## config.mk

```make
export PLATFORM = sky130hd
export DESIGN_NAME = fetch_stage
export DESIGN_NICKNAME = d
export VERILOG_FILES = /design/src/rtl/fetch_stage.sv
export SDC_FILE = /design/constraint.sdc
export NUM_CORES = 1
export LEC_CHECK = 0
export ABC_AREA = 1
export BUFFER_PORTS_ARGS = -buffer_cell sky130_fd_sc_hd__buf_4
export CORE_MARGIN = 10
export CORE_UTILIZATION = 52
export DETAILED_ROUTE_END_ITERATION = 6
export PLACE_DENSITY = 0.76
export SYNTH_ARGS = -nofsm -noshare
export SYNTH_HDL_FRONTEND = slang
export SYNTH_SLANG_ARGS = --single-unit
```

## constraint.sdc

```tcl
create_clock -name clk -period 3.8 [get_ports clk]
set_clock_uncertainty 0.05 [all_clocks]
set_input_delay 0.95 -clock clk [delete_from_list [all_inputs] [get_ports clk]]
set_output_delay 0.95 -clock clk [all_outputs]
set_load 0.01 [all_outputs]
```

## src/rtl/fetch_stage.sv

```systemverilog
// Instruction-fetch stage: owns the PC, issues in-order word fetches and buffers returned
// instructions with their PC for the IF/ID register. FETCH_PERF_EN adds fetch/redirect counters.
module fetch_stage #(
   parameter logic [31:0] RESET_PC  = 32'h0000_0000,
   parameter int unsigned DEPTH     = 2,
   parameter logic [31:0] NOP_INSTR = 32'h0000_0013
) (
   input  logic        clk,
   input  logic        reset,
   output logic        imem_req_valid,
   input  logic        imem_req_ready,
   output logic [31:0] imem_req_addr,
   input  logic        imem_rsp_valid,
   input  logic [31:0] imem_rsp_data,
   input  logic        stall,
   input  logic        redirect_valid,
   input  logic [31:0] redirect_pc,
   output logic        if_id_valid,
   output logic [63:0] if_id_bundle
`ifdef FETCH_PERF_EN
   ,
   output logic [31:0] perf_fetch_cnt,
   output logic [31:0] perf_redirect_cnt
`endif
);

   localparam int unsigned PTR_W = $clog2(DEPTH);
   localparam int unsigned CNT_W = PTR_W + 1;
   localparam int unsigned SUM_W = CNT_W + 1;

   typedef enum logic [1:0] {
      S_IDLE  = 2'd0,
      S_FETCH = 2'd1,
      S_DRAIN = 2'd2
   } state_e;

   state_e             state_q, state_d;
   logic [31:0]        pc_q, pc_d;
   logic [CNT_W-1:0]   inflight_q, inflight_d;
   logic [CNT_W-1:0]   drop_q, drop_d;
   logic [CNT_W-1:0]   cnt_q, cnt_d;
   logic [PTR_W-1:0]   rd_q, rd_d, wr_q, wr_d;
   logic [PTR_W-1:0]   tag_rd_q, tag_rd_d, tag_wr_q, tag_wr_d;
   logic               req_valid_q, req_valid_d;
   logic               if_valid_q, if_valid_d;
   logic [63:0]        bundle_q, bundle_d;

   logic [31:0]        tag_q  [DEPTH];
   logic [63:0]        fifo_q [DEPTH];

   logic               hs, push, pop, rsp_hit;
   logic [CNT_W-1:0]   drop_base, remain;
   logic [SUM_W-1:0]   credit_d;
   logic [63:0]        rsp_entry;

   assign hs   = req_valid_q & imem_req_ready;
   assign pop  = !redirect_valid && !stall && (cnt_q != '0);
   assign push = !redirect_valid && (state_q == S_FETCH) && imem_rsp_valid && (inflight_q != '0);

   // A response is charged against the drop count only if something is actually outstanding
   assign rsp_hit = imem_rsp_valid &&
                    ((state_q == S_DRAIN) ? (drop_q != '0)
                                          : ((state_q == S_FETCH) && (inflight_q != '0)));
   assign drop_base = (state_q == S_DRAIN) ? drop_q : (inflight_q + CNT_W'(hs));
   assign remain    = cnt_q - CNT_W'(pop);
   assign rsp_entry = {tag_q[tag_rd_q], imem_rsp_data};

   always_comb begin
      state_d     = state_q;
      pc_d        = pc_q;
      inflight_d  = inflight_q;
      drop_d      = drop_q;
      cnt_d       = cnt_q;
      rd_d        = rd_q;
      wr_d        = wr_q;
      tag_rd_d    = tag_rd_q;
      tag_wr_d    = tag_wr_q;
      bundle_d    = {32'h0, NOP_INSTR};
      if_valid_d  = 1'b0;
      req_valid_d = 1'b0;
      credit_d    = '0;

      if (redirect_valid) begin
         pc_d       = redirect_pc & ~32'h3;
         inflight_d = '0;
         cnt_d      = '0;
         rd_d       = '0;
         wr_d       = '0;
         tag_rd_d   = '0;
         tag_wr_d   = '0;
         drop_d     = drop_base - CNT_W'(rsp_hit);
         state_d    = (drop_d != '0) ? S_DRAIN : S_FETCH;
      end else begin
         if (hs) begin
            pc_d     = pc_q + 32'd4;
            tag_wr_d = tag_wr_q + PTR_W'(1);
         end
         if (push) begin
            tag_rd_d = tag_rd_q + PTR_W'(1);
            wr_d     = wr_q + PTR_W'(1);
         end
         if (pop) begin
            rd_d = rd_q + PTR_W'(1);
         end
         inflight_d = inflight_q + CNT_W'(hs) - CNT_W'(push);
         cnt_d      = cnt_q + CNT_W'(push) - CNT_W'(pop);
         case (state_q)
            S_IDLE:  state_d = S_FETCH;
            S_DRAIN: begin
               drop_d = drop_q - CNT_W'(rsp_hit);
               if (drop_d == '0) begin
                  state_d = S_FETCH;
               end
            end
            default: ;
         endcase
      end

      // Next head: a push into an emptied buffer bypasses straight to the output register
      if (cnt_d != '0) begin
         if_valid_d = 1'b1;
         bundle_d   = (remain == '0) ? rsp_entry : fifo_q[rd_d];
      end

      credit_d    = SUM_W'(inflight_d) + SUM_W'(cnt_d);
      req_valid_d = (state_d == S_FETCH) && (credit_d < SUM_W'(DEPTH));
   end

   always_ff @(posedge clk or negedge reset) begin
      if (!reset) begin
         state_q     <= S_IDLE;
         pc_q        <= RESET_PC;
         inflight_q  <= '0;
         drop_q      <= '0;
         cnt_q       <= '0;
         rd_q        <= '0;
         wr_q        <= '0;
         tag_rd_q    <= '0;
         tag_wr_q    <= '0;
         req_valid_q <= 1'b0;
         if_valid_q  <= 1'b0;
         bundle_q    <= {32'h0, NOP_INSTR};
      end else begin
         state_q     <= state_d;
         pc_q        <= pc_d;
         inflight_q  <= inflight_d;
         drop_q      <= drop_d;
         cnt_q       <= cnt_d;
         rd_q        <= rd_d;
         wr_q        <= wr_d;
         tag_rd_q    <= tag_rd_d;
         tag_wr_q    <= tag_wr_d;
         req_valid_q <= req_valid_d;
         if_valid_q  <= if_valid_d;
         bundle_q    <= bundle_d;
      end
   end

   // Storage arrays carry no reset; occupancy is tracked by the pointers and counters
   always_ff @(posedge clk) begin
      if (hs) begin
         tag_q[tag_wr_q] <= pc_q;
      end
      if (push) begin
         fifo_q[wr_q] <= rsp_entry;
      end
   end

   assign imem_req_valid = req_valid_q;
   assign imem_req_addr  = pc_q;
   assign if_id_valid    = if_valid_q;
   assign if_id_bundle   = bundle_q;

`ifdef FETCH_PERF_EN
   logic [31:0] perf_fetch_q, perf_redirect_q;

   always_ff @(posedge clk or negedge reset) begin
      if (!reset) begin
         perf_fetch_q    <= '0;
         perf_redirect_q <= '0;
      end else begin
         perf_fetch_q    <= perf_fetch_q + 32'(pop);
         perf_redirect_q <= perf_redirect_q + 32'(redirect_valid);
      end
   end

   assign perf_fetch_cnt    = perf_fetch_q;
   assign perf_redirect_cnt = perf_redirect_q;
`endif

endmodule

```

==> key figures <==
Timing
  • RSZ-0062 raised after global routing: no
  • Final Slew Violations: 0
  • Max_slew headroom: 49.3%
  • Worst slew pin tran: 0.761 ns
  • # setup viols final: 0
  • Final Hold Viols: 0
  • Final Critical Period: 2.81 ns
  • Fmax: 0.356 GHz
  • Setup Total Neg Slack: 0 ns
  • Final Cycle Share: 73.9%

Finish
  • Post-layout util: 63.7%
  • Final nets: 1,587
  • Fill cell count: 1,986
  • Non-Filler Instances: 1,856
  • Layout cell share with drive strength beyond 1: 18.2%
  • Area Overhead vs Synth: 19.8%
  • Diode count: 0

Die
  • Initial core utilization: 53.1%
  • CORE AREA: 0.0245 mm^2
  • FP Rows: 57
  • Die ar.: 0.0317 mm^2
  • # IOs: 168
  • Die Wd: 178 um
  • Die Y: 178 um

GRT
  • GR met1 Demand/Resource: 23.7%
  • Initial antenna violation count: 0
  • Top Usage Layer GRT: met2
  • Met2 Use GR: 31.5%
  • Congestion Overflow GR: 0
  • Met3 Usage GRT: 4.04%
  • Total track usage: 18.5%
  • Pin count of the biggest net entering global routing: 63
  • Vias in the first global route: 9,429
  • First-pass GRT wire length: 47.8 mm

Synth
  • Cell accounting for the most synthesized area: edfxtp_1
  • Synthesized cell area: 0.0130 mm^2
  • Primary FF master, synth: edfxtp_1
  • Unique masters post-synth: 38
  • Seq/Total Area, Yosys: 62.9%
  • Syn avg cell area: 9.64 um^2
  • Post-synthesis register bit count: 290
  • Top cells by area, synth: edfxtp_1 43%, dfrtp_1 20%, nand2_1 12%
  • Yosys warning count: 0
  • Count leader, synth: nand2_1
  • Synth async-reset ratio: 36.6%
  • Post-Syn Instances: 1,348
  • EDFF count, synth: 184
  • Top-area cell type share of the netlist area: 42.5%
  • Synth top cells by count: 432 x nand2_1, 231 x inv_1, 184 x edfxtp_1

Placed design
  • RePlAce Congestion: 0.863
  • Port bufs: 161
  • Post-Place Cells: 1,803
  • Hpwl dp: 19.4 mm

CTS
  • Setup repair bufs after CTS: 0
  • Hold buffer count at CTS: 0
  • Post_cts resized: 0
  • Number of clock sinks: 290
  • CTS tree: done
  • Skew-Pair Late Insertion Delay: 0.54 ns
  • Clock Path Buffers: 3
  • CTS Root Buffer Type: clkbuf_16
  • H-Tree Level Count: 1
  • TritonCTS Buffers: 29
  • Clk slew on worst S/H paths: 0.07 ns

Critical path
  • Worst EP arrival: 3.24 ns
  • Register-to-Register Path Depth: 14
  • Critical path endpoint: imem_req_valid
  • Critical Path End Type: flop
  • Worst setup startpoint: state_q[1]
  • R2r startpoint: state_q[1]
  • FF-to-FF End: imem_req_valid
  • Crit start category: flop
  • R2R setup slack: 0.99 ns
  • WP data required: 4.23 ns
  • Critical path class: reg2reg
  • CP Max Fanout: 4

Detailed routing
  • Iter 0 DRT Violations: 810
  • DRT Pass-1 Iters: 5
  • Drt drc: 0
  • Routed WL: 29.8 mm
  • DR WL/cell: 16.1 um
  • Vias per Instance: 5.08
  • Post-DRT Antenna Nets: 0
  • Vias: 9,430

Power
  • Static leakage: 0.00764 uW
  • Power Density: 569 mW/mm^2
  • Worst IR Drop VDD: 0.000264 V

Min path
  • Min-delay worst type: in2async

Flow run
  • Max_cap viols: 0

Run status
  • Status: complete, no violations
## power by group
part	switching, uW	leakage [uW]	internal (uW)
Sequential	258	0.00307	3810
Clock	1160	0.000497	1860
Combinational	1090	0.00407	680
Total	2510	0.00764	6350
## through the flow
step | power [uW] | setup slack, ns | hold WS, ns | cell area (um^2)
6_report | 8860 | 0.990 | 0.217 | 15600
5_1_grt | 9300 | 0.784 | 0.222 | 15600
4_1_cts | 8930 | 1.00 | 0.211 | 15600
3_5_place_dp | 5890 | 0.517 | 0.496 | 14500
3_3_place_gp | 5820 | 0.587 | 0.468 | 14500
2_1_floorplan | 5170 | -0.728 | 0.431 | 13000
## worst min path at each step
stage / start / to / slack, ns / cells after the start
6_report: reset / tag_rd_q / 0.22 / 1
3_3_place_gp: drop_q[0] / drop_q[0] / 0.47 / 2
2_1_floorplan: wr_q / wr_q / 0.43 / 1
3_5_place_dp: fifo_q[1][4] / if_id_bundle[4] / 0.50 / 4
4_1_cts: reset / tag_rd_q / 0.21 / 1
5_1_grt: reset / tag_rd_q / 0.22 / 1
## worst max-delay path: stages, from the launching register on
cell	delay [ns]
dfrtp_1	0.41
nor2_1	0.12
nand3_1	0.17
nor2_1	0.29
nand2_1	0.08
nand2_1	0.07
ha_1	0.16
xor2_1	0.20
inv_1	0.07
nand2_1	0.09
nand3_2	0.10
inv_1	0.12
fa_1	0.42
or2_2	0.30
nor2_1	0.10
## cell type report
cell class / instances / area, um^2 / area share, %
inverters: 245 / 920 / 5.91
well taps: 324 / 405 / 2.60
multi-input cells: 764 / 3620 / 23.3
repair buffers: 180 / 1410 / 9.08
flip-flops and latches: 290 / 8180 / 52.5
clock inverters: 16 / 213 / 1.37
clock buffers: 37 / 818 / 5.25
## placed cells by master, fill, tap and decap left out, drive strengths merged
cell	netlist	routed
o21bai	4	4
or2	2	2
clkbuf	16	37
nor3	3	3
inv	244	244
nand2	437	437
a22o	6	6
nand3	156	156
xor2	8	8
buf	36	180
ha	6	6
mux2	30	30
a21oi	4	4
and2	1	1
clkinvlp	0	3
nand3b	1	1
xnor2	3	3
o211ai	10	10
conb	1	4
o21ai	18	18
dfrtp	103	103
nor2	69	69
fa	1	1
dfstp	3	3
clkinv	1	9
bufinv	0	5
edfxtp	184	184
a31oi	1	1
## registers in the layout (all words and copies together) (netlist names)
register,flops
tag_rd_q,1
if_id_valid,1
cnt_q,2
inflight_q,2
imem_req_addr,30
if_id_bundle,62
wr_q,1
rd_q,1
state_q,2
fifo_q,124
tag_q,60
drop_q,2
tag_wr_q,1
imem_req_valid,1
## per-layer routing
layer	up-vias	routed length (um)	share of wire, %
met5	-	0	0
li1	4558	-	-
met2	324	14300	48
met4	0	481	1.6
met3	39	2370	7.9
met1	4509	12600	42
## cell families (layout without fill, tap and decap cells)
logic type / after synthesis / after routing / synth area share, %
adder cells (fa/ha/maj): 7 / 7 / 0.732
buffers and inverters: 297 / 478 / 9.43
XOR/XNOR: 11 / 11 / 0.741
multiplexers: 30 / 30 / 2.60
other: 1 / 4 / 0.0289
flip-flops: 290 / 290 / 62.9
AND/OR/NAND/NOR: 669 / 669 / 21.3
AO/OA/AOI/OAI: 43 / 43 / 2.19
Power figures use the tool's default switching activity.
